$ cat config.mk
export PLATFORM = sky130hd
export DESIGN_NAME = tinyalu_cmd_driver
export DESIGN_NICKNAME = d
export VERILOG_FILES = /design/src/rtl/tinyalu_pkg.sv /design/src/rtl/tinyalu_cmd_fifo.sv /design/src/rtl/tinyalu_cmd_driver.sv
export SDC_FILE = /design/constraint.sdc
export NUM_CORES = 1
export LEC_CHECK = 0
export CAP_MARGIN = 0
export CORE_AREA = 2 2 107 109
export CTS_CLUSTER_DIAMETER = 80
export DETAILED_ROUTE_END_ITERATION = 10
export DIE_AREA = 0 0 109 111
export GPL_TIMING_DRIVEN = 0
export PLACE_DENSITY = 0.75
export RECOVER_POWER = 100
export SLEW_MARGIN = 20
export SYNTH_ARGS = -nofsm -noshare
export SYNTH_HDL_FRONTEND = slang
export SYNTH_SLANG_ARGS = --single-unit
$ cat constraint.sdc
create_clock -name clk -period 1.9 [get_ports clk]
set_input_delay 0.19 -clock clk [delete_from_list [all_inputs] [get_ports clk]]
set_output_delay 0.19 -clock clk [all_outputs]
set_load 0.02 [all_outputs]
$ cat src/rtl/tinyalu_pkg.sv
// Shared TinyALU types: operation codes, command/response records and op
// classification helpers used by the command driver and its FIFO.
package tinyalu_pkg;

   typedef enum logic [2:0] {
      NO_OP  = 3'b000,
      ADD_OP = 3'b001,
      AND_OP = 3'b010,
      XOR_OP = 3'b011,
      MUL_OP = 3'b100,
      RST_OP = 3'b111
   } operation_t;

   // op is kept as a raw code so the illegal encodings 101/110 survive the trip
   typedef struct packed {
      logic [7:0] a;
      logic [7:0] b;
      logic [2:0] op;
   } cmd_t;

   typedef struct packed {
      logic [2:0]  op;
      logic [15:0] result;
      logic        err;
   } rsp_t;

   localparam int CMD_W = $bits(cmd_t);

   function automatic logic is_illegal_op(input logic [2:0] op);
      return (op == 3'b101) || (op == 3'b110);
   endfunction

   function automatic logic drives_alu_start(input logic [2:0] op);
      return !is_illegal_op(op) && (op != RST_OP);
   endfunction

endpackage

$ cat src/rtl/tinyalu_cmd_fifo.sv
// Synchronous first-word-fall-through FIFO holding pending ALU commands.
// Pointers carry one extra wrap bit to tell full from empty.
module tinyalu_cmd_fifo
   import tinyalu_pkg::*;
#(
   parameter int WIDTH = CMD_W,
   parameter int DEPTH = 4
) (
   input  logic             clk,
   input  logic             reset,
   input  logic             push_i,
   input  logic [WIDTH-1:0] data_i,
   input  logic             pop_i,
   output logic [WIDTH-1:0] data_o,
   output logic             full_o,
   output logic             empty_o
);

   localparam int AW = $clog2(DEPTH);
   localparam logic [AW:0] PTR_ONE = (AW+1)'(1);

   logic [WIDTH-1:0] mem_q [DEPTH];
   logic [AW:0]      wr_ptr_q, wr_ptr_d;
   logic [AW:0]      rd_ptr_q, rd_ptr_d;
   logic             do_push_s;
   logic             do_pop_s;

   assign empty_o   = (wr_ptr_q == rd_ptr_q);
   assign full_o    = (wr_ptr_q[AW] != rd_ptr_q[AW]) &&
                      (wr_ptr_q[AW-1:0] == rd_ptr_q[AW-1:0]);
   assign do_pop_s  = pop_i && !empty_o;
   // a full FIFO still takes a write when the head leaves in the same cycle
   assign do_push_s = push_i && (!full_o || do_pop_s);
   assign data_o    = mem_q[rd_ptr_q[AW-1:0]];

   // Pointer advance
   always_comb begin
      wr_ptr_d = wr_ptr_q;
      rd_ptr_d = rd_ptr_q;
      if (do_push_s) begin
         wr_ptr_d = wr_ptr_q + PTR_ONE;
      end else begin
         wr_ptr_d = wr_ptr_q;
      end
      if (do_pop_s) begin
         rd_ptr_d = rd_ptr_q + PTR_ONE;
      end else begin
         rd_ptr_d = rd_ptr_q;
      end
   end

   // Pointer registers
   always_ff @(posedge clk or posedge reset) begin
      if (reset) begin
         wr_ptr_q <= '0;
         rd_ptr_q <= '0;
      end else begin
         wr_ptr_q <= wr_ptr_d;
         rd_ptr_q <= rd_ptr_d;
      end
   end

   // Storage write
   always_ff @(posedge clk) begin
      if (do_push_s) begin
         mem_q[wr_ptr_q[AW-1:0]] <= data_i;
      end
   end

endmodule

$ cat src/rtl/tinyalu_cmd_driver.sv
// Command driver in front of the TinyALU: buffers commands, runs one ALU
// operation at a time via start/done, and returns op/result/err responses.
module tinyalu_cmd_driver
   import tinyalu_pkg::*;
#(
   parameter int FIFO_DEPTH   = 4,
   parameter int DONE_TIMEOUT = 15
) (
   input  logic        clk,
   input  logic        reset,
   input  logic        cmd_valid,
   output logic        cmd_ready,
   input  logic [7:0]  cmd_a,
   input  logic [7:0]  cmd_b,
   input  logic [2:0]  cmd_op,
   output logic        alu_start,
   output logic [7:0]  alu_a,
   output logic [7:0]  alu_b,
   output logic [2:0]  alu_op,
   output logic        alu_reset_n,
   input  logic        alu_done,
   input  logic [15:0] alu_result,
   output logic        rsp_valid,
   input  logic        rsp_ready,
   output logic [2:0]  rsp_op,
   output logic [15:0] rsp_result,
   output logic        rsp_err,
   output logic        busy
);

   localparam logic [2:0] S_IDLE  = 3'd0;
   localparam logic [2:0] S_ISSUE = 3'd1;
   localparam logic [2:0] S_WAIT  = 3'd2;
   localparam logic [2:0] S_RSTA  = 3'd3;
   localparam logic [2:0] S_RESP  = 3'd4;

   localparam int              CNT_W   = $clog2(DONE_TIMEOUT + 1);
   localparam logic [CNT_W-1:0] CNT_TO  = CNT_W'(DONE_TIMEOUT);
   localparam logic [CNT_W-1:0] CNT_ONE = CNT_W'(1);

   logic [2:0]       state_q, state_d;
   logic             alive_q;
   logic             alu_start_q, alu_start_d;
   logic [7:0]       alu_a_q, alu_a_d;
   logic [7:0]       alu_b_q, alu_b_d;
   logic [2:0]       alu_op_q, alu_op_d;
   logic             alu_reset_n_q, alu_reset_n_d;
   logic [CNT_W-1:0] cnt_q, cnt_d;
   logic             rsp_valid_q, rsp_valid_d;
   rsp_t             rsp_q, rsp_d;

   cmd_t             fifo_in_s;
   cmd_t             fifo_out_s;
   logic             fifo_full_s;
   logic             fifo_empty_s;
   logic             push_s;
   logic             pop_s;

   // alive_q holds cmd_ready low until the first clock after reset release
   assign cmd_ready = alive_q && !fifo_full_s;
   assign push_s    = cmd_valid && cmd_ready;
   assign pop_s     = (state_q == S_IDLE) && !fifo_empty_s;
   assign fifo_in_s = {cmd_a, cmd_b, cmd_op};

   tinyalu_cmd_fifo #(
      .WIDTH (CMD_W),
      .DEPTH (FIFO_DEPTH)
   ) u_fifo (
      .clk     (clk),
      .reset   (reset),
      .push_i  (push_s),
      .data_i  (fifo_in_s),
      .pop_i   (pop_s),
      .data_o  (fifo_out_s),
      .full_o  (fifo_full_s),
      .empty_o (fifo_empty_s)
   );

   // Sequencing FSM, timeout counter and response capture
   always_comb begin
      state_d       = state_q;
      alu_start_d   = alu_start_q;
      alu_a_d       = alu_a_q;
      alu_b_d       = alu_b_q;
      alu_op_d      = alu_op_q;
      alu_reset_n_d = 1'b1;
      cnt_d         = cnt_q;
      rsp_valid_d   = rsp_valid_q;
      rsp_d         = rsp_q;
      case (state_q)
         S_IDLE: begin
            if (pop_s) begin
               state_d     = S_ISSUE;
               alu_a_d     = fifo_out_s.a;
               alu_b_d     = fifo_out_s.b;
               alu_op_d    = fifo_out_s.op;
               alu_start_d = drives_alu_start(fifo_out_s.op);
            end else begin
               state_d     = S_IDLE;
            end
         end
         S_ISSUE: begin
            alu_start_d = 1'b0;
            rsp_d       = '{op: alu_op_q, result: 16'h0000, err: 1'b0};
            case (alu_op_q)
               NO_OP: begin
                  state_d     = S_RESP;
                  rsp_valid_d = 1'b1;
               end
               RST_OP: begin
                  state_d       = S_RSTA;
                  alu_reset_n_d = 1'b0;
               end
               ADD_OP, AND_OP, XOR_OP, MUL_OP: begin
                  state_d     = S_WAIT;
                  alu_start_d = 1'b1;
                  cnt_d       = '0;
               end
               default: begin
                  state_d     = S_RESP;
                  rsp_valid_d = 1'b1;
                  rsp_d.err   = 1'b1;
               end
            endcase
         end
         S_WAIT: begin
            if (alu_done) begin
               state_d     = S_RESP;
               alu_start_d = 1'b0;
               rsp_valid_d = 1'b1;
               rsp_d       = '{op: alu_op_q, result: alu_result, err: 1'b0};
            end else if (cnt_q == CNT_TO) begin
               state_d     = S_RESP;
               alu_start_d = 1'b0;
               rsp_valid_d = 1'b1;
               rsp_d       = '{op: alu_op_q, result: 16'h0000, err: 1'b1};
            end else begin
               cnt_d       = cnt_q + CNT_ONE;
            end
         end
         S_RSTA: begin
            state_d     = S_RESP;
            rsp_valid_d = 1'b1;
            rsp_d       = '{op: alu_op_q, result: 16'h0000, err: 1'b0};
         end
         S_RESP: begin
            if (rsp_ready) begin
               state_d     = S_IDLE;
               rsp_valid_d = 1'b0;
            end else begin
               state_d     = S_RESP;
            end
         end
         default: begin
            state_d     = S_IDLE;
            alu_start_d = 1'b0;
            rsp_valid_d = 1'b0;
         end
      endcase
   end

   // State and output registers; reset drops start and ALU reset at once
   always_ff @(posedge clk or posedge reset) begin
      if (reset) begin
         state_q       <= S_IDLE;
         alive_q       <= 1'b0;
         alu_start_q   <= 1'b0;
         alu_a_q       <= 8'h00;
         alu_b_q       <= 8'h00;
         alu_op_q      <= 3'b000;
         alu_reset_n_q <= 1'b0;
         cnt_q         <= '0;
         rsp_valid_q   <= 1'b0;
         rsp_q         <= '0;
      end else begin
         state_q       <= state_d;
         alive_q       <= 1'b1;
         alu_start_q   <= alu_start_d;
         alu_a_q       <= alu_a_d;
         alu_b_q       <= alu_b_d;
         alu_op_q      <= alu_op_d;
         alu_reset_n_q <= alu_reset_n_d;
         cnt_q         <= cnt_d;
         rsp_valid_q   <= rsp_valid_d;
         rsp_q         <= rsp_d;
      end
   end

   assign alu_start   = alu_start_q;
   assign alu_a       = alu_a_q;
   assign alu_b       = alu_b_q;
   assign alu_op      = alu_op_q;
   assign alu_reset_n = alu_reset_n_q;
   assign rsp_valid   = rsp_valid_q;
   assign rsp_op      = rsp_q.op;
   assign rsp_result  = rsp_q.result;
   assign rsp_err     = rsp_q.err;
   assign busy        = !fifo_empty_s || (state_q != S_IDLE);

endmodule
==> results.cfg, run 1 <==
[status]
outcome = complete, but fails checks
violations = negative setup slack

[cells_and_area]
nNetsFinal = 441
syn2layout_area_growth_pct = 33.6
num-fill-cells = 818
drive_gt1_frac = 0.233
multi_input_area_um2 = 1400
ff_latch_area_um2 = 3680
diodes = 0

[synthesis]
ys_warn_count = 0
synthTopCellsByCount = edfxtp_1 (76), dfrtp_1 (56), mux4_2 (19), a22o_1 (17), mux2_1 (17)
synth_fa_ha_area_frac = 0.0145
ys_types = 43
ys_top_cells_by_area = edfxtp_1 (44%), dfrtp_1 (27%), mux4_2 (8.3%)
yosysSeqAreaShare = 0.713
synth_top_area_share = 0.442
synth-seq-cells = 132
ys_async_sr_fraction = 0.424
synth_flop_cell = edfxtp_1
synth.area.mux_share = 0.139
synthXorXnorAreaFrac = 0.0170
synth_enable_flop_cells = 76
synth_area_um2 = 5160
synthCells = 282
synth_fp_nets = 328
syn_avg_cell_area_um2 = 18.3
yosysMostFrequentCell = edfxtp_1
synthSimpleGateAreaFrac = 0.0371
synth_top_family_by_area = multiplexers
synth-compound-area-share = 0.0557
synth_largest_area_cell = edfxtp_1

[power]
ir_worst_vdd_mv = 0.901
p_sw_mw = 3.81
netSwitchingFraction = 0.323
comb_power_share = 0.373
p_clk_frac = 0.270
power_frac_seq = 0.357
p_per_area_nw_per_um2 = 1710
finalPower_mw = 11.8
p_leak_nw = 2.72
p_int_mw = 7.97

[timing]
rsz0062_at_grt = yes
slew_headroom = 0.202
setup_viol = 2
tightest_slew_ps = 1190
finalCritPeriodShare = 1.01
hold_viol = 0
finalClockSkew_ps = 6.17
layout_setup_ws_ps = -19.4
finalMaxSlewViolations = 0
min_period_ps = 1920
fin_hold_ws_ps = 403
fmax_mhz = 521

[floorplan]
die_w_um = 109
num_io_pins = 84
start_util = 0.466
rows = 39
fp.coreArea_um2 = 11100
die_y_um = 111
dieArea_um2 = 12100

[place]
dp_hpwl_um = 6100
io_buffers = 83
gp_congestion = 0.747

[global_route]
grt.total_usage = 0.172
grt_pass1_wl_um = 15400
grt_pass1_vias = 2996
antenna_found_initial = 0
met2_usage = 0.279
gr-max-usage-layer = met2
grt-ovfl-total = 0
use_met3 = 0.0564
grtUsageMet1 = 0.218
grt_max_degree = 57

[clock_tree]
cts-root-buf = clkbuf_16
path_clk_slew_ps = 60
clkLatencyLatePin_ps = 410
ctsHtreeMaxLevel = 4
clkSinkCount = 132
cts_tree = done
cts_buffer_depth = 2
numCtsBuffers = 17

[drt]
wire_per_inst_um = 18.6
antenna_left = 0
drc = 0
firstDrtPassIters = 4
dr_total_vias = 2887
drt_iter0_drc = 232
drt-total-wl_um = 10300
routed_via_density = 5.24

[min_path]
hp-class = input port to flop
hold_start = alu_result[5]

[worst_setup_path]
critical_path.startpoint = state_q[0]$_DFFE_PP0P_
cp_slowest_cell = dfrtp_1
cp_max_fo = 10
cp.required_ps = 2180
r2r-start = state_q[0]$_DFFE_PP0P_
cpPeakStageDelay_ps = 380
end_kind = flop
worst_setup_path_start_kind = flop
arrival_ps = 2200
cp_cell_sequence = buf_4, or3_4, a31oi_2, buf_12, buf_8, mux2_1
path_class = flop to flop

[job]
cap_violations = 0
-- routing by layer --
layer	part of all wire	wire length [µm]	vias to the layer above
met2	0.51	5240	74
met1	0.43	4450	1482
li1	-	-	1326
met5	0	0	-
met4	0.0054	55	0
met3	0.050	511	5
-- sequential cells by signal, summed over array words and instances (netlist names) --
name and cells:
alive_q 1, state_q 3, alu_a 8, rsp_op 3, alu_op 3, u_fifo.rd_ptr_q 3, rsp_valid 1, alu_reset_n 1
cnt_q 4, u_fifo.wr_ptr_q 3, rsp_err 1, u_fifo.mem_q 76, rsp_result 16, alu_start 1, alu_b 8
-- critical path: cells and delay by family, from the launching register on --
kind                   cells  cell delay [ps]
flip-flops                 1              380
AO/OA/AOI/OAI              1              220
AND/OR/NAND/NOR            1              370
buffers and inverters      3              470
multiplexers               1              340
-- layout make-up --
class,instances,area share
Multi-Input combinational cell,129,0.203
Timing Repair Buffer,95,0.134
Clock inverter,14,0.0219
Tap cell,143,0.0259
Clock buffer,18,0.0622
Inverter,5,0.00272
Buffer,15,0.0167
Sequential cell,132,0.534
-- power groups by stage --
stage / clock network [mW] / logic [mW] / registers, mW
6_report: 3.18 / 4.39 / 4.21
5_1_grt: 3.35 / 4.73 / 4.30
4_1_cts: 3.23 / 4.31 / 4.23
3_5_place_dp: 0 / 4.19 / 4.25
3_3_place_gp: 0 / 4.10 / 4.21
2_1_floorplan: 0 / 2.28 / 4.61
-- layout by cell type, fill, tap and decap left out, types with 4 or more instances in the layout --
cell             synthesis  routed
buf_2                    8       4
a21oi_1                  4       4
xor2_1                   5       5
clkbuf_1                 2       4
mux2_2                   8       8
inv_1                    5       4
ha_1                     6       6
inv_6                    0       4
clkdlybuf4s50_1          0      22
clkbuf_4                 0       6
clkbuf_2                 0       6
buf_4                    3       5
dfrtp_1                 56      56
nand2_1                  4       4
a22o_1                  17      17
nor2_1                   4       4
clkbuf_16                0      18
mux4_2                  19      19
and3_1                   6       5
dlygate4sd3_1            0      59
mux2_1                  17      17
edfxtp_1                76      76
-- timing repair --
item | CTS | global route
pin swaps | 0 | 2
cloned | 0 | 1
setup buffers | 2 | 9
endpoints found under the setup margin | 97 | 109
gates resized for setup | 7 | 24
hold buffers | 0 | 0
-- path summary, 6_finish.rpt --
kind,endpoint,slack [ps],cells after the start
worst max-delay path,alu_a[7]$_DFFE_PP0P_,-20,6
worst min-delay path,rsp_result[5]$_DFFE_PP0P_,400,2
worst max register to register,alu_a[7]$_DFFE_PP0P_,-20,6
worst min register to register,alu_b[1]$_DFFE_PP0P_,480,1
max in group asynchronous,alu_a[5]$_DFFE_PP0P_,610,2
min in group asynchronous,alu_b[7]$_DFFE_PP0P_,550,2
-- logic make-up after synthesis --
family,after synthesis
compound gates,35
simple gates,32
buf+inv,21
fa+ha+maj,6
xor+xnor,10
mux,45
flops,132
other cells,1
-- metrics by stage --
step	TNS (ps)	setup slack (ps)	cells	utilization	instance area [µm²]
after floorplan	0	14.5	282	-	5170
after global placement	-50760	-757	508	0.558	6180
after detailed placement	-9880	-148	508	0.558	6180
after CTS	-6490	-122	542	0.614	6800
after global routing	-554	-56.3	551	0.623	6900
final	-25.3	-19.4	551	0.623	6900
Power figures use the tool's default switching activity.
==> run 2, diff against run 1 <==
--- a/config.mk
+++ b/config.mk
@@ -11,7 +11,7 @@
 export DETAILED_ROUTE_END_ITERATION = 10
 export DIE_AREA = 0 0 109 111
 export GPL_TIMING_DRIVEN = 0
-export PLACE_DENSITY = 0.75
+export PLACE_DENSITY_LB_ADDON = 0.2
 export RECOVER_POWER = 100
 export SLEW_MARGIN = 20
 export SYNTH_ARGS = -nofsm -noshare
==> run 2 against run 1 <==
The flow now finishes without violations. Combinational power grew 4%. Die area is the same. Sequential power is essentially flat. Flip-flop and latch count is the same. Clock-buffer cell count grew 4. Setup slack gained 77 ps. Clock skew grew 2.1 ps. Cell area grew 0.18%. Clock power is essentially flat. Critical path type unchanged. Largest cell class unchanged.
==> results.cfg, run 2 (synthesized netlist as in run 1, its figures left out) <==
[cells_and_area]
mostFrequentLayoutCells = edfxtp_1 (76), clkdlybuf4s50_1 (61), dfrtp_1 (55)
syn2layout_area_growth_pct = 33.9
largest_reg_flops = 76
final_common_cell = edfxtp_1
diodes = 0
drive_gt1_frac = 0.222
final_util = 0.624
nNetsFinal = 434
num-fill-cells = 825

[clock_tree]
clkSinkCount = 132
path_clk_slew_ps = 50
cts_buffer_depth = 2
ctsHtreeMaxLevel = 4
numCtsBuffers = 17
clkLatencyLatePin_ps = 410
cts-hold-fix-buffers = 0
cts_tree = done
cts-root-buf = clkbuf_16

[global_route]
grt_pass1_vias = 2913
grt.total_usage = 0.170
use_met3 = 0.0576
grt_pass1_wl_um = 14900
grtUsageMet1 = 0.213
grt_max_degree = 44
grt-ovfl-total = 0
gr-max-usage-layer = met2
antenna_found_initial = 0
met2_usage = 0.270

[timing]
setup_viol = 0
fin_tns_setup_ps = 0
finalMaxSlewViolations = 0
tightest_slew_ps = 729
finalCritPeriodShare = 0.969
fmax_mhz = 543
slew_headroom = 0.511
hold_viol = 0
finalClockSkew_ps = 8.22
min_period_ps = 1840

[floorplan]
start_util = 0.466
dieArea_um2 = 12100
die_y_um = 111
num_io_pins = 84
die_w_um = 109
fp.coreArea_um2 = 11100
rows = 39

[drt]
antenna_left = 0
routed_via_density = 5.19
wire_per_inst_um = 17.6
drc = 0
drt-total-wl_um = 9560
drt_iter0_drc = 129
firstDrtPassIters = 4
dr_total_vias = 2823

[power]
power_frac_seq = 0.354
ir_worst_vdd_mv = 0.953
p_leak_nw = 2.62
p_sw_mw = 3.69
netSwitchingFraction = 0.308
p_per_area_nw_per_um2 = 1730
p_clk_frac = 0.264
comb_power_share = 0.382
p_int_mw = 8.28

[place]
gp_congestion = 0.726
io_buffers = 83
dp_hpwl_um = 6060

[worst_setup_path]
cp_slowest_cell = or3_4
cp_max_fo = 10
path_class = flop to flop
r2r-end = alu_b[6]$_DFFE_PP0P_
end_kind = flop
worst_setup_path_start_kind = flop
crit_buf_inv = 3
path_depth = 6
r2r_slack_ps = 60
critPathCapture = alu_b[6]$_DFFE_PP0P_
critical_path.startpoint = state_q[1]$_DFFE_PP0P_
crit_family = buffers and inverters
cpPeakStageDelay_ps = 400
rr_worst_depth = 6
cp_cell_sequence = buf_4, or3_4, a31oi_4, buf_12, clkbuf_16, mux2_1
cp.required_ps = 2190
arrival_ps = 2130
r2r-start = state_q[1]$_DFFE_PP0P_

[job]
cap_violations = 0

[status]
outcome = complete, no violations

[min_path]
hp-class = input port to async pin
-- run 2: cell types whose count changed in the layout (fill, tap and decap cells not counted), moves of 2 or more --
cell	previous run	this run
and3_1	5	2
xnor2_4	0	2
clkbuf_2	6	4
dlygate4sd3_1	59	20
clkbuf_1	4	6
clkbuf_4	6	1
inv_6	4	0
buf_4	5	8
xnor2_2	3	0
and3_4	1	4
clkdlybuf4s50_1	22	61
buf_2	4	2
-- run 2: worst min-delay path by stage --
| stage | from | end | slack, ps | depth (start not counted) |
|---|---|---|---|---|
| 2_1_floorplan | cmd_op[0] | u_fifo.mem_q[0][0]$_DFFE_PP_ | 290 | 0 |
| 3_3_place_gp | alu_a[1]$_DFFE_PP0P_ | alu_a[1]$_DFFE_PP0P_ | 470 | 1 |
| 3_5_place_dp | rsp_valid$_DFFE_PP0P_ | rsp_valid$_DFFE_PP0P_ | 480 | 1 |
| 4_1_cts | reset | alu_b[1]$_DFFE_PP0P_ | 60 | 2 |
| 5_1_grt | reset | alu_b[1]$_DFFE_PP0P_ | 380 | 2 |
| 6_report | reset | alu_b[1]$_DFFE_PP0P_ | 320 | 2 |
-- run 2: layout make-up --
| type | count | area, µm² | area share |
|---|---|---|---|
| timing repair buffer | 88 | 888 | 0.129 |
| tap | 143 | 179 | 0.0259 |
| clock inverter | 10 | 134 | 0.0194 |
| sequential | 132 | 3680 | 0.533 |
| multi-input combinational | 129 | 1440 | 0.208 |
| inverter | 5 | 20.0 | 0.00290 |
| clock buffer | 22 | 444 | 0.0643 |
| buffer | 15 | 126 | 0.0183 |
-- run 2: power by group through the flow --
stage | sequential (mW) | clock, mW | combinational [mW]
after detailed placement | 4.24 | 0 | 4.19
after floorplan | 4.61 | 0 | 2.28
after global routing | 4.32 | 3.35 | 4.93
after CTS | 4.21 | 3.22 | 4.30
after global placement | 4.20 | 0 | 4.14
final | 4.23 | 3.16 | 4.57
-- run 2: through the flow --
step           instance area (µm²)  hold slack [ps]  power, mW  worst slack [ps]  cells
2_1_floorplan                 5170              289       6.89              14.5    282
3_3_place_gp                  6180              470       8.34              -876    508
3_5_place_dp                  6210              475       8.43              -173    509
4_1_cts                       6820             60.7       11.7              -135    543
5_1_grt                       6910              383       12.6             -17.0    544
6_report                      6910              316       12.0              58.0    544
-- run 2: metal layers --
| layer | routed length [µm] | vias up | part of all wire |
|---|---|---|---|
| met3 | 568 | 9 | 0.059 |
| met4 | 110 | 0 | 0.012 |
| met2 | 4680 | 82 | 0.49 |
| met5 | 0 | - | 0 |
| met1 | 4200 | 1423 | 0.44 |
| li1 | - | 1309 | - |
-- run 2: timing repair --
action,CTS,global route
gates cloned,0,1
resized for setup,7,28
endpoints found under the setup margin,98,110
buffers inserted,2,1
==> run 3, diff against run 2 <==
--- a/config.mk
+++ b/config.mk
@@ -6,10 +6,10 @@
 export NUM_CORES = 1
 export LEC_CHECK = 0
 export CAP_MARGIN = 0
-export CORE_AREA = 2 2 107 109
+export CORE_AREA = 2 2 102 104
 export CTS_CLUSTER_DIAMETER = 80
 export DETAILED_ROUTE_END_ITERATION = 10
-export DIE_AREA = 0 0 109 111
+export DIE_AREA = 0 0 104 106
 export GPL_TIMING_DRIVEN = 0
 export PLACE_DENSITY_LB_ADDON = 0.2
 export RECOVER_POWER = 100
==> constraint.sdc (replaced) <==
create_clock -name clk -period 1.76 [get_ports clk]
set_input_delay 0.176 -clock clk [delete_from_list [all_inputs] [get_ports clk]]
set_output_delay 0.176 -clock clk [all_outputs]
set_load 0.02 [all_outputs]
==> run 3 against run 2 <==
Utilization is 10 points higher. Worst hold slack worse by 46 ps. Highest routed layer unchanged. The flow now finishes with violations (negative setup slack). Clock skew is 4.0 ps higher. Sequential share of layout area is 2.6 points lower. Cell area is 5.2% higher. Largest cell class unchanged. Critical path type unchanged. Flip-flop and latch count stayed put.
==> results.cfg, run 3 (synthesized netlist as in run 1, its figures left out) <==
[status]
outcome = complete, but fails checks
violations = negative setup slack

[timing]
fin_hold_ws_ps = 270
rsz0062_at_grt = yes
fin_tns_setup_ps = -1760
hold_viol = 0
tightest_slew_ps = 1090
slew_headroom = 0.272
finalClockSkew_ps = 12.2
finalCritPeriodShare = 1.06
fmax_mhz = 535
layout_setup_ws_ps = -108
setup_viol = 23
finalMaxSlewViolations = 0
min_period_ps = 1870

[floorplan]
num_io_pins = 84
die_w_um = 104
rows = 37
fp.coreArea_um2 = 10000
dieArea_um2 = 11000
start_util = 0.516
die_y_um = 106

[global_route]
grt.total_usage = 0.197
grt_max_degree = 33
grt_pass1_wl_um = 16200
antenna_found_initial = 0
grt_pass1_vias = 3030
grt-ovfl-total = 0

[place]
dp.cells = 502
io_buffers = 83
gp_congestion = 0.715
dp_hpwl_um = 6050
placed_area_um2 = 6220
place_ws_ps = -162

[drt]
dr_total_vias = 3002
wire_per_inst_um = 18.8
antenna_left = 0
routed_via_density = 5.35
drc = 0
firstDrtPassIters = 4
drt-total-wl_um = 10500
drt_iter0_drc = 148

[cells_and_area]
final_common_cell = edfxtp_1
syn2layout_area_growth_pct = 40.9
diodes = 0
drive_gt1_frac = 0.322
final_util = 0.728
stdcell_area_um2 = 7280
instances_no_fill = 561
nNetsFinal = 459
mostFrequentLayoutCells = edfxtp_1 (76), clkdlybuf4s50_1 (59), dfrtp_1 (52)
largest_reg_flops = 76

[worst_setup_path]
arrival_ps = 2270
end_kind = flop
cp_max_fo = 5
cp.required_ps = 2170
path_class = flop to flop
worst_setup_path_start_kind = flop
rr_worst_depth = 6

[power]
p_leak_nw = 2.87
ir_worst_vdd_mv = 1.23
finalPower_mw = 14.2
p_per_area_nw_per_um2 = 1950

[clock_tree]
cts_buffer_depth = 2
cts_tree = done
cts-root-buf = clkbuf_8
clkLatencyLatePin_ps = 520
path_clk_slew_ps = 60
ctsHtreeMaxLevel = 4
clkSinkCount = 132
numCtsBuffers = 17

[job]
cap_violations = 0

[min_path]
hp-class = input port to flop
hold-path-cell-count = 2
## run 3: worst paths after layout
| kind | from | end | slack (ps) |
|---|---|---|---|
| worst max-delay path | state_q[0]$_DFFE_PP0P_ | alu_b[2]$_DFFE_PP0P_ | -110 |
| worst min-delay path | alu_result[11] | rsp_result[11]$_DFFE_PP0P_ | 270 |
| worst max register to register | state_q[0]$_DFFE_PP0P_ | alu_b[2]$_DFFE_PP0P_ | -110 |
| worst min register to register | rsp_valid$_DFFE_PP0P_ | rsp_valid$_DFFE_PP0P_ | 480 |
| max in group asynchronous | reset | u_fifo.wr_ptr_q[0]$_DFFE_PP0P_ | 190 |
| min in group asynchronous | reset | rsp_result[15]$_DFFE_PP0P_ | 820 |
## run 3: report_power, final
part / switching (mW) / internal (mW) / total [mW]
logic: 2.62 / 3.37 / 5.98
registers: 0.517 / 4.10 / 4.61
clock network: 1.28 / 2.33 / 3.61
## run 3: per-layer routing
layer / global-route usage / routed length, µm / vias to the layer above
met2: 0.323 / 5280 / 96
met5: 0 / 0 / -
met4: 0.0521 / 54 / 0
li1: - / - / 1353
met1: 0.249 / 4590 / 1547
met3: 0.0742 / 601 / 6
## run 3: critical path, cell delays in order (launching register included)
cell	delay, ps
dfrtp_1	390
buf_6	130
or3_4	390
a31oi_4	230
buf_4	160
buf_8	140
mux2_4	300
## run 3: area by class of cell
cell class | count | area, µm²
multi-input combinational | 129 | 1530
buffer | 15 | 143
inverter | 5 | 18.8
timing repair buffer | 113 | 1110
fill | 639 | 2720
clock buffer | 18 | 428
sequential | 132 | 3690
clock inverter | 13 | 181
tap | 136 | 170
## run 3: timing repair
item | 4_1_cts | 5_1_grt
hold buffers | 1 | 0
buffers inserted | 13 | 15
pin swaps | 3 | 6
gates resized for setup | 58 | 20
endpoints found under the hold margin | 24 | 0
cloned | 1 | 1
setup endpoints to repair | 114 | 111
==> RTL change 1 (flow settings as in run 1) <==
Set the parameter `DONE_TIMEOUT` to 17 (it was 15).
--- a/src/rtl/tinyalu_cmd_driver.sv
+++ b/src/rtl/tinyalu_cmd_driver.sv
@@ -5,5 +5,5 @@
 #(
    parameter int FIFO_DEPTH   = 4,
-   parameter int DONE_TIMEOUT = 15
+   parameter int DONE_TIMEOUT = 17
 ) (
    input  logic        clk,
Formal check against the unedited RTL: no difference found for any inputs over 10 cycles, from zero or initial values and one cycle with reset high; that may be too few to reach the edited logic, so the function may still have changed.
==> RTL change 1 against run 1 <==
  * Wire length increased by 0.93%
  * Cell area increased by 2.6%
  * Synthesized cell count increased by 3.2%
  * Clock skew increased by 6.2 ps
  * Critical path depth unchanged
  * Sequential cell count increased by 1
  * Setup slack improved by 57 ps
  * Power increased by 3.8%
  * Area after synthesis increased by 2.2%
  * Global-route usage increased by 1.0 points
  * Critical path type unchanged
  * Critical endpoint unchanged
  * Highest routed layer unchanged
==> RTL change 1: results <==
metrics = {
    "global_route": {
        "grt.total_usage_pct": 18.23,
        "antenna_found_initial": 1,
        "grt_pass1_vias": 3138,
        "grt_pass1_wl_um": 16120,
        "grt_max_degree": 39,
    },
    "synthesis": {
        "synth_area_leaders": "edfxtp_1, dfrtp_1, mux4_2, mux2_2, a22o_1",
        "synth_xor_area_share_pct": 1.826,
        "synth-compound-area-share_pct": 5.408,
        "synth_nets": 338,
        "ys_async_sr_fraction_pct": 42.86,
        "synthAdderAreaFrac_pct": 1.660,
        "synth_mux_area_share_pct": 13.64,
        "synth.avg_cell_area_um2": 18.13,
        "yosys-top-cells-count": "edfxtp_1, dfrtp_1, mux2_2",
        "synth_top_area_share_pct": 43.26,
        "ys_seq_area_share_pct": 70.30,
    },
    "layout": {
        "num-fill-cells": 807,
        "instances_no_fill": 561,
        "drive_gt1_share_pct": 29.26,
        "nets": 451,
    },
    "detailed_routing": {
        "vias": 2965,
        "routedWlPerCell_um": 18.45,
        "drtIter0Drc": 142,
    },
    "placement": {
        "gp_congestion": 0.6948,
        "dp.cells": 518,
        "dpl.hpwl_um": 6417,
    },
    "timing": {
        "finClkSkew_ps": 12.41,
        "worst_pin_slew_ps": 830.6,
    },
    "worst_hold_path": {
        "min_path_type": "primary input to asynchronous set/reset pin",
    },
    "outcome": {
        "status": "completed",
    },
    "pwr": {
        "peakVddDrop_mv": 1.036,
        "power_switching_share_pct": 31.64,
        "power.leakage_uw": 0.002691,
    },
    "critical_path": {
        "worstPathArrival_ps": 2150,
        "r2r_setup_slack_ps": 40,
    },
}
RTL change 1: worst max path at each step:
stage	endpoint	depth (start not counted)	slack [ps]
after floorplan	u_fifo.mem_q[3][0]	3	10
after global placement	alu_a[1]	2	-810
after detailed placement	u_fifo.mem_q[3][3]	3	-140
after CTS	alu_b[4]	5	9
after global routing	alu_a[7]	6	-20
final	alu_a[7]	6	40
RTL change 1: through the flow:
step / hold slack (ps) / power (µW) / area [µm²]
3_3_place_gp: 469.2 / 8442 / 6290
2_1_floorplan: 288.9 / 7032 / 5280
3_5_place_dp: 476.4 / 8576 / 6312
4_1_cts: 72.90 / 11910 / 6963
5_1_grt: 381.3 / 12880 / 7077
6_report: 354.7 / 12230 / 7079
RTL change 1: what timing repair did:
item | CTS | global route
pin swaps | 2 | 3
cloned | 0 | 1
setup buffers | 3 | 8
setup endpoints to repair | 98 | 70
gates resized for setup | 18 | 11
RTL change 1: critical path, stage by stage (launching register included):
cell     delay (ps)
dfrtp_1         350
buf_2           170
or3_4           390
a31oi_4         180
buf_12          150
buf_6           150
mux2_2          350
RTL change 1: final cells by class:
class	instances	area, µm²	share of cell area (%)
sequential	133	3712	52.44
multi-input combinational	129	1501	21.21
timing repair buffer	96	965.9	13.64
clock buffer	19	442.9	6.257
tap	143	178.9	2.527
buffer	14	113.9	1.608
clock inverter	13	111.4	1.573
inverter	13	50.05	0.7070
antenna	1	2.502	0.03535
RTL change 1: power groups by stage:
| stage | registers (µW) | logic, µW | clock network, µW |
|---|---|---|---|
| floorplan | 4640 | 2390 | 0 |
| global placement | 4240 | 4200 | 0 |
| detailed placement | 4280 | 4300 | 0 |
| CTS | 4290 | 4560 | 3050 |
| global route | 4390 | 5280 | 3210 |
| finish | 4300 | 4930 | 3000 |
RTL change 1: logic make-up (layout without fill, tap and decap cells):
group,Yosys count,in the layout
DFF,133,133
muxes,45,45
AOI/OAI and AO/OA,35,35
and+or+nand+nor,30,30
buffers and inverters,29,155
xor gates and xnor gates,11,11
adders and majority gates,7,7
other,1,2
RTL change 1: layer usage:
| metal | track usage (%) | part of all wire (%) | vias to the layer above |
|---|---|---|---|
| li1 | - | - | 1346 |
| met2 | 30.43 | 51 | 88 |
| met1 | 21.63 | 41 | 1519 |
| met3 | 6.526 | 6.0 | 12 |
| met4 | 6.496 | 1.3 | 0 |
| met5 | 0 | 0 | - |
==> RTL change 2 (config.mk and constraints of run 1) <==
Made on the original files. Make the reset (`reset`) synchronous in 2 clocked blocks.
--- a/src/rtl/tinyalu_cmd_fifo.sv
+++ b/src/rtl/tinyalu_cmd_fifo.sv
@@ -51,5 +51,5 @@
 
    // Pointer registers
-   always_ff @(posedge clk or posedge reset) begin
+   always_ff @(posedge clk) begin
       if (reset) begin
          wr_ptr_q <= '0;
--- a/src/rtl/tinyalu_cmd_driver.sv
+++ b/src/rtl/tinyalu_cmd_driver.sv
@@ -161,5 +161,5 @@
 
    // State and output registers; reset drops start and ALU reset at once
-   always_ff @(posedge clk or posedge reset) begin
+   always_ff @(posedge clk) begin
       if (reset) begin
          state_q       <= S_IDLE;
Function: differs if reset is asserted again (counterexample within 4 cycles, from zero or initial values and one cycle with reset high); with reset held inactive, the same outputs for 10 cycles.
==> RTL change 2 against run 1 <==
  * Register-to-register slack improved by 99 ps
  * Setup slack improved by 63 ps
  * Sequential cell count rose by 2
  * Power fell by 18%
  * Non-clock buffer count did not move
  * Maximum frequency rose by 3.4%
  * Area after synthesis fell by 0.75%
  * Core utilization fell by 0.81 points
  * Cell area fell by 1.3%
  * Sequential power fell by 15%
  * Clock power rose by 4%
  * First-iteration DRC count fell by 0.43%
  * Die area did not move
  * Wire length rose by 5.1%
  * Largest power group is now sequential cells
==> RTL change 2: results <==
metrics = {
    "detailed_routing": {
        "routed-wl-met3_um": 823,
        "routed.top_layer": "met4",
        "drt-pass1-iter-count": 5,
        "met1Wirelength_um": 4481,
        "routedWlPerCell_um": 17.14,
        "via_per_inst": 5.340,
        "dr_wl_met2_um": 5315,
        "drtIter0Drc": 231,
    },
    "clocking": {
        "cts_made_buffers": 17,
    },
    "synthesis": {
        "synth_edf_count": 76,
        "synth_ff_type": "edfxtp_1",
        "synth_nets": 415,
        "ys_seq_area_share_pct": 67.19,
        "ys_async_sr_fraction_pct": 0,
        "ys_types": 44,
        "yosys-top-cells-count": "edfxtp_1, dfxtp_1, nand2_1",
        "synth_area_leaders": "edfxtp_1, dfxtp_1, mux4_2, nand2_1, a21oi_1",
    },
    "critical_path": {
        "worst_path_max_delay_cell": "dfxtp_2",
        "worstReg2RegEnd": "u_fifo.mem_q[2][2]",
        "r2r-start": "u_fifo.wr_ptr_q[0]",
        "worstPathArrival_ps": 1670,
        "rr_worst_depth": 3,
        "r2r_setup_slack_ps": 80,
    },
    "global_route": {
        "grt_pass1_vias": 3340,
        "antenna_found_initial": 1,
        "grt_use_met3_pct": 5.703,
        "grt_pass1_wl_um": 16770,
        "grt_use_met1_pct": 22.17,
        "grt_max_degree": 21,
        "grt_use_met2_pct": 30.93,
        "grt.total_usage_pct": 18.35,
    },
    "layout": {
        "num-fill-cells": 847,
        "nets": 518,
        "drive_gt1_share_pct": 17.73,
        "regArea_um2": 3450,
    },
    "worst_hold_path": {
        "hp-start": "reset",
        "min_to": "alive_q",
    },
    "pwr": {
        "peakVddDrop_mv": 0.8484,
        "power.leakage_uw": 0.002354,
    },
    "outcome": {
        "status": "completed",
    },
    "placement": {
        "io_buffer_count": 82,
        "dpl.hpwl_um": 6930,
        "gp_congestion": 0.7997,
    },
    "timing": {
        "whs_ps": 216.7,
        "worst_pin_slew_ps": 691.4,
        "finClkSkew_ps": 10.27,
    },
}
==> RTL change 2: cell count changes in the layout (fill, tap and decap cells not counted), sizes merged, moves of 17 or more <==
cell	run 1	this run
dfxtp	0	58
dfrtp	56	0
dlygate4sd3	59	19
clkdlybuf4s50	22	61
nand2	4	43
mux2	25	1
a21oi	4	27
nor2	4	27
a22o	17	0
==> RTL change 2: area by class of cell <==
cell class                      instances  area share [%]
Multi-Input combinational cell        203           23.33
Buffer                                 26           1.929
Sequential cell                       134           50.65
Antenna cell                            1         0.03674
Timing Repair Buffer                   84           12.24
Inverter                                6          0.3307
Clock inverter                         13           2.499
Clock buffer                           19           6.357
Tap cell                              143           2.627
==> RTL change 2: cells by family after synthesis <==
family,Yosys count,synth area share [%]
adders and majority gates,6,1.465
and+or+nand+nor,100,9.326
AOI/OAI and AO/OA,62,7.886
xor gates and xnor gates,10,1.709
DFF,134,67.19
muxes,25,9.546
buffers and inverters,32,2.881
==> RTL change 2: through the flow <==
step | cell area [µm²] | setup TNS (ps) | cells | setup WS, ps | utilization (%)
after floorplan | 5130 | -26.22 | 369 | -26.22 | -
after global routing | 6808 | -260.6 | 628 | -20.88 | 61.46
after detailed placement | 6130 | -4575 | 594 | -230.3 | 55.34
after CTS | 6760 | 0 | 626 | 3.584 | 61.03
after global placement | 6130 | -2387 | 594 | -180.9 | 55.34
final | 6810 | 0 | 629 | 43.20 | 61.48
==> RTL change 2: repair_timing <==
| action | in CTS | in global routing |
|---|---|---|
| endpoints found under the setup margin | 80 | 92 |
| pin swaps | 0 | 3 |
| buffers inserted | 0 | 2 |
| gates resized for setup | 9 | 14 |
| hold buffers | 0 | 0 |
==> RTL change 2: worst max path at each step <==
stage	to	startpoint
after floorplan	u_fifo.wr_ptr_q[2]	u_fifo.wr_ptr_q[1]
after global placement	u_fifo.wr_ptr_q[2]	u_fifo.wr_ptr_q[1]
after detailed placement	u_fifo.wr_ptr_q[2]	u_fifo.wr_ptr_q[1]
after CTS	alu_a[6]	register
after global routing	u_fifo.mem_q[2][2]	u_fifo.wr_ptr_q[1]
final	cmd_ready	u_fifo.wr_ptr_q[0]
==> RTL change 2: where the power goes <==
| group | internal, µW | total, µW | leakage [µW] | switching, µW |
|---|---|---|---|---|
| registers | 3380 | 3560 | 0.00116 | 180 |
| logic | 1200 | 2720 | 0.000904 | 1520 |
| clock network | 2080 | 3320 | 0.000285 | 1240 |
==> RTL change 2: worst max-delay path: cells and delay by family, from the launching register on <==
family          cells  cell delay (ps)
compound gates      1              340
xor+xnor            1              210
buf+inv             1              340
flops               1              380
